===== config.mk =====
export PLATFORM = sky130hd
export DESIGN_NAME = pipe_seq_ctrl
export DESIGN_NICKNAME = d
export VERILOG_FILES = /design/src/rtl/pipe_seq_ctrl.sv
export SDC_FILE = /design/constraint.sdc
export NUM_CORES = 1
export LEC_CHECK = 0
export CAP_MARGIN = 10
export CORE_MARGIN = 2
export CORE_UTILIZATION = 48
export DETAILED_ROUTE_END_ITERATION = 12
export PLACE_DENSITY = 0.81
export SYNTH_ARGS = -nofsm -noshare
export SYNTH_HDL_FRONTEND = slang
export SYNTH_SLANG_ARGS = --single-unit

===== constraint.sdc =====
create_clock -name clk -period 2.6 [get_ports clk]
set_input_delay 0.78 -clock clk [delete_from_list [all_inputs] [get_ports clk]]
set_output_delay 0.78 -clock clk [all_outputs]
set_load 0.01 [all_outputs]

===== src/rtl/pipe_seq_ctrl.sv =====
// Sequencing controller for the three-stage pipelined datapath: start/busy/done
// handshake, round-robin multiplier lanes, fill tracking and a fixed-length drain.
module pipe_seq_ctrl #(
    parameter int IDX_W       = 9,
    parameter int NUM_MUL     = 3,
    parameter int FILL_DEPTH  = 9,
    parameter int DRAIN_DEPTH = 6,
    parameter int CNT_W       = 4
) (
    input  logic                       clk,
    input  logic                       rst_n,
    input  logic                       start,
    input  logic                       stall,
    input  logic [IDX_W-1:0]           a_new,
    input  logic [IDX_W-1:0]           a_old,
    input  logic [IDX_W-1:0]           b_new,
    output logic                       clear_pipes,
    output logic [1:0]                 p1_en,
    output logic [2*NUM_MUL-1:0]       p2_en,
    output logic [1:0]                 p3_en,
    output logic [3:0]                 s1_mux,
    output logic [$clog2(NUM_MUL)-1:0] mul_idx,
    output logic                       out_en,
    output logic                       first,
    output logic                       busy,
    output logic                       done
);
    localparam int MW = $clog2(NUM_MUL);
    localparam logic [2*NUM_MUL-1:0] LANE0 = {2'b11, {(2*NUM_MUL-2){1'b0}}};

    typedef enum logic [2:0] {IDLE, CLEAR, INIT, PH1, PH2, PH3, DRAIN, DONE} state_t;

    state_t            state;
    logic [MW-1:0]     mul_q;
    logic [CNT_W-1:0]  fill_cnt;
    logic [CNT_W-1:0]  drain_cnt;
    logic [3:0]        mux_last;
    logic [IDX_W-1:0]  b_m1;
    logic              running;
    logic              hold;
    logic              show;

    assign b_m1    = b_new - IDX_W'(1);
    assign running = (state == PH1) || (state == PH2) || (state == PH3) || (state == DRAIN);
    assign hold    = stall && running;
    // Lane index and fill flag are hidden until the run has been cleared.
    assign show    = (state != IDLE) && (state != CLEAR);
    assign mul_idx = show ? mul_q : '0;
    assign first   = show && (fill_cnt == CNT_W'(FILL_DEPTH));

    always_ff @(posedge clk or negedge rst_n) begin
        if (!rst_n) begin
            state     <= IDLE;
            mul_q     <= '0;
            fill_cnt  <= '0;
            drain_cnt <= '0;
            mux_last  <= '0;
        end else begin
            case (state)
                IDLE:  if (start) state <= CLEAR;
                CLEAR: begin
                    fill_cnt  <= '0;
                    drain_cnt <= '0;
                    mul_q     <= '0;
                    state     <= INIT;
                end
                INIT:  state <= PH1;
                PH1, PH2, PH3: if (!stall) begin
                    mux_last <= s1_mux;
                    if (fill_cnt != CNT_W'(FILL_DEPTH)) fill_cnt <= fill_cnt + CNT_W'(1);
                    if (state != PH3)
                        mul_q <= (mul_q == MW'(NUM_MUL-1)) ? '0 : mul_q + MW'(1);
                    case (state)
                        PH1:     state <= (b_m1 == a_new) ? DRAIN : PH2;
                        PH2:     state <= PH3;
                        default: state <= (a_old == b_m1) ? DRAIN : PH1;
                    endcase
                end
                DRAIN: if (!stall) begin
                    drain_cnt <= drain_cnt + CNT_W'(1);
                    if (drain_cnt == CNT_W'(DRAIN_DEPTH-1)) state <= DONE;
                end
                DONE:    state <= IDLE;
                default: state <= IDLE;
            endcase
        end
    end

    always_comb begin
        clear_pipes = 1'b0;
        p1_en       = '0;
        p2_en       = '0;
        p3_en       = '0;
        s1_mux      = '0;
        out_en      = 1'b0;
        done        = 1'b0;
        busy        = (state != IDLE);
        case (state)
            CLEAR: clear_pipes = 1'b1;
            INIT: begin
                p1_en  = 2'b01;
                s1_mux = 4'b0001;
            end
            PH1, PH2: begin
                s1_mux = (state == PH1) ? 4'b0111 : 4'b1011;
                p2_en  = LANE0 >> {mul_q, 1'b0};
                p3_en  = 2'b11;
                out_en = 1'b1;
            end
            PH3: begin
                p1_en  = 2'b11;
                s1_mux = 4'b1100;
                p3_en  = 2'b11;
                out_en = 1'b1;
            end
            DRAIN: begin
                s1_mux = mux_last;
                p3_en  = 2'b11;
                out_en = 1'b1;
            end
            DONE:    done = 1'b1;
            default: ;
        endcase
        // Back-pressure kills every enable but leaves the mux selects alone.
        if (hold) begin
            p1_en  = '0;
            p2_en  = '0;
            p3_en  = '0;
            out_en = 1'b0;
        end
    end
endmodule


==> flow_results.org <==
** Critical path
- Number of cells on the worst reg-to-reg path :: 7
- Cell with the largest stage delay on the worst path :: sky130_fd_sc_hd__clkdlybuf4s50_1
- Startpoint of the worst-slack reg-to-reg timing path :: state[0]
- In this design, the stage delay of the slowest critical-path cell is 0.53 ns.
- Data required time of the critical path :: 1.82 ns
- Arrival time at the worst endpoint :: 1.79 ns
- The kind of cell with the highest combined delay along the critical path is buffers and inverters.
- Cell repeated most along the worst path :: sky130_fd_sc_hd__buf_6
- Reg-to-reg critical path endpoint :: mul_q[1]
- Traced cell by cell, the critical path runs through buf_6, buf_6, nand2_1, nor2_1, clkdlybuf4s50_1.
- Critical-path maximum fanout :: 14
- Slack of the worst reg-to-reg path :: 0.92 ns
- The critical path contains buffers and inverters numbering 3 combined.
- The critical path is of the reg2out type.
- STA classifies the critical path endpoint as a primary output.
- The worst setup path is launched from a flip-flop.

** Global routing
- Number of antenna violations at the first check in global routing :: 0
- Grt ovf :: 0
- Aggregate global-route resource usage :: 22.8%
- Largest net degree at the start of global routing :: 18
- The first global-routing pass estimated 7.64 mm of wire.
- Number of global-route vias before repair :: 1,727

** Floorplanning
- Measured along the x axis, the die boundary spans 64.9 um.
- Overall die height :: 64.9 um
- IO Pins :: 52
- After floorplanning, the core was sized to cover 3610 um2.
- The die covers 4210 um2.
- Effective utilization at floorplan :: 49.3%
- After floorplanning, the core was divided into 22 placement rows.

** Place
- Final RePlAce weighted congestion :: 0.895
- Port buffering added 51 buffers.
- Detailed placement finished with a half-perimeter wire length of 3.52 mm.

** Pwr
- The worst-case IR drop observed on VDD is 0.000359 V.
- Total power after layout :: 2.14 mW
- In this run the static leakage power is 1.21 nW.
- Dividing total power by cell area gives a power density of 820 nW/um2.

** STA
- Fin Clk Skew :: 0.00889 ns
- At the pin with the least slew margin, the transition time is 0.380 ns.
- Highest achievable clock rate :: 0.389 GHz
- On the final layout, the worst hold slack is 0.526 ns.
- Min Tclk post-route :: 2.57 ns
- In the finished design, the share of the clock period the worst path needs comes to 98.8%.
- Final setup vio count :: 0
- The final-report hold violation count is 0.
- Final Max Slew Viols :: 0
- Remaining max-slew budget at the tightest pin :: 74.6%

** Synth
- Unique masters post-synth :: 57
- By instance count, the leading cell after synthesis is sky130_fd_sc_hd__nor2_1.
- The number of nets handed over by synthesis was 260.
- Dominant synthesized flop cell :: sky130_fd_sc_hd__dfrtp_1
- Yosys attributes the largest share of cell area to sky130_fd_sc_hd__dfrtp_1 (24%), sky130_fd_sc_hd__xnor2_1 (5.9%), sky130_fd_sc_hd__nor2_1 (5.5%).
- The Yosys step of the flow raised 0 warnings.
- Number of enable-type register cells in the synthesized netlist :: 0
- Yosys reg bits :: 17
- The cell count after synthesis came out at 224.
- In this run the biggest area consumer among cell types represents 23.9% of the synthesized area.
- The biggest area contributor in the post-synthesis netlist is sky130_fd_sc_hd__dfrtp_1.
- Counting flops with an async set or reset pin after synthesis yields a share of 100%.
- Of the synthesized area, sequential elements account for 23.9%.
- Post-synth top cells :: sky130_fd_sc_hd__nor2_1 (26), sky130_fd_sc_hd__nand2_1 (18), sky130_fd_sc_hd__dfrtp_1 (17), sky130_fd_sc_hd__a21oi_1 (12), sky130_fd_sc_hd__xnor2_1 (12)
- In this run the mean area of a mapped cell was 7.94 um2.
- The mapped netlist covers 1780 um2.

** Route
- Number of antenna-violating nets in the routed design :: 0
- Sum of routed wire length over all layers :: 4.75 mm
- Dividing the detail-routed via count by the number of cells gives 5.59.
- Number of design rule violations left after detail routing :: 0
- Total iterations of the first detailed-routing run :: 4
- Dividing the detail-routed wire length by the instance count gives 13.8 um.
- The detailed router placed 1,930 vias in this run.
- After the first detailed-routing iteration, the DRC count stood at 110.

** Outcome
- The run finished with clean final reports.

** Clock tree
- CTS built an H-tree with a depth of 1.
- For the worst-skew pair, the clock arrives at the later sink with an insertion delay of 0.26 ns.
- TritonCTS clock tree :: yes
- Hold-fix buffers, CTS :: 0
- Clock slew at the register clock pins of the worst setup and hold paths :: 0.06 ns
- Total CTS buffers :: 3
- Sink Count :: 17
- CTS max path bufs :: 2
- Root buffer selected by CTS :: sky130_fd_sc_hd__clkbuf_8

** Finish
- Count of antenna diodes in the layout :: 0
- Area added between synthesis and finish :: 46.7%
- Count of filler cells inserted in the layout :: 282
- At the end of the flow, the number of nets in the layout was 334.
- Of the cells placed in the final design, the portion with a size suffix greater than 1 is 19.9%.

** Worst hold path
- Worst min-delay path startpoint :: mux_last[3]
- The path class of the tightest hold or removal check is reg2reg.
- Worst hold path depth :: 1
- Hold EP :: mux_last[3]

** Run
- Across the run, the number of max-cap violations was 0.
[report_power, final]
part / internal, mW / switching (mW) / leakage (nW)
registers: 0.347 / 0.118 / 0.210
clock network: 0.107 / 0.0982 / 0.0255
logic: 0.751 / 0.718 / 0.975
[area by class of cell]
class	instances	area (um2)	share of cell area, %
clock buffers	3	41.3	1.58
clock inverters	1	5.00	0.192
inverters	8	33.8	1.29
multi-input cells	180	1250	47.8
flip-flops and latches	17	427	16.3
well taps	48	60.1	2.30
repair buffers	88	796	30.5
[stage by stage]
stage	std cells	setup slack [ns]	area [um2]	util, %	setup TNS (ns)
3_5_place_dp	330	-0.551	2440	67.8	-5.28
2_1_floorplan	224	0.0646	1780	-	0
5_1_grt	345	-0.0302	2610	72.4	-0.0356
6_report	345	0.0301	2610	72.4	0
4_1_cts	335	0.0119	2510	69.6	0
3_3_place_gp	330	-0.515	2440	67.8	-4.78
[layer usage]
metal | part of all wire (%) | global-route usage (%)
met1 | 42 | 27.5
met4 | 1.5 | 6.91
met2 | 52 | 42.3
met3 | 4.3 | 2.08
met5 | 0 | 0
[what timing repair did]
action	in CTS	in global routing
setup endpoints to repair	15	7
pin swaps	1	5
gates resized for setup	24	9
buffers inserted	1	10
[state kept, by name, summed over array words and instances (netlist names)]
name       flops
mul_q          2
state          3
mux_last       4
drain_cnt      4
fill_cnt       4
[cells by family (layout without fill, tap and decap cells)]
group,after synthesis,after routing,share of synthesized area (%)
compound gates,63,63,25.2
xor+xnor,23,23,11.7
fa+ha+maj,5,5,3.52
buf+inv,27,100,7.38
flops,17,17,23.9
mux,4,4,2.25
simple gates,85,85,26.0
[cells in the final DEF, fill, tap and decap left out, types with 3 or more instances in the layout]
cell type                         netlist  final
sky130_fd_sc_hd__o21ai_0                9      9
sky130_fd_sc_hd__mux2i_1                4      4
sky130_fd_sc_hd__nor2_1                26     25
sky130_fd_sc_hd__dlygate4sd2_1          0     11
sky130_fd_sc_hd__clkbuf_8               0      3
sky130_fd_sc_hd__xnor2_1               12     12
sky130_fd_sc_hd__nor3_1                 5      5
sky130_fd_sc_hd__inv_1                  8      7
sky130_fd_sc_hd__nand2b_1               3      3
sky130_fd_sc_hd__nand3_1                5      5
sky130_fd_sc_hd__buf_4                  6     34
sky130_fd_sc_hd__dfrtp_1               17     16
sky130_fd_sc_hd__nand2_1               18     18
sky130_fd_sc_hd__xor2_1                10     10
sky130_fd_sc_hd__a21oi_1               12     12
sky130_fd_sc_hd__ha_1                   5      4
sky130_fd_sc_hd__dlymetal6s2s_1         0      6
sky130_fd_sc_hd__buf_6                  1      3
sky130_fd_sc_hd__o21a_1                 3      3
sky130_fd_sc_hd__nor2b_1                7      7
sky130_fd_sc_hd__and3_1                 3      3
sky130_fd_sc_hd__a211oi_1               8      8
sky130_fd_sc_hd__clkdlybuf4s50_1        0     33
sky130_fd_sc_hd__a221oi_1               5      5
[worst max path at each step]
stage / from / end / cells after the start
floorplan: stall / p2_en[1] / 3
finish: state[2] / done / 5
detailed placement: stall / p2_en[0] / 3
CTS: state[0] / clear_pipes / 4
global route: state[2] / done / 5
global placement: stall / p2_en[1] / 3
(Power assumes the default switching activity.)
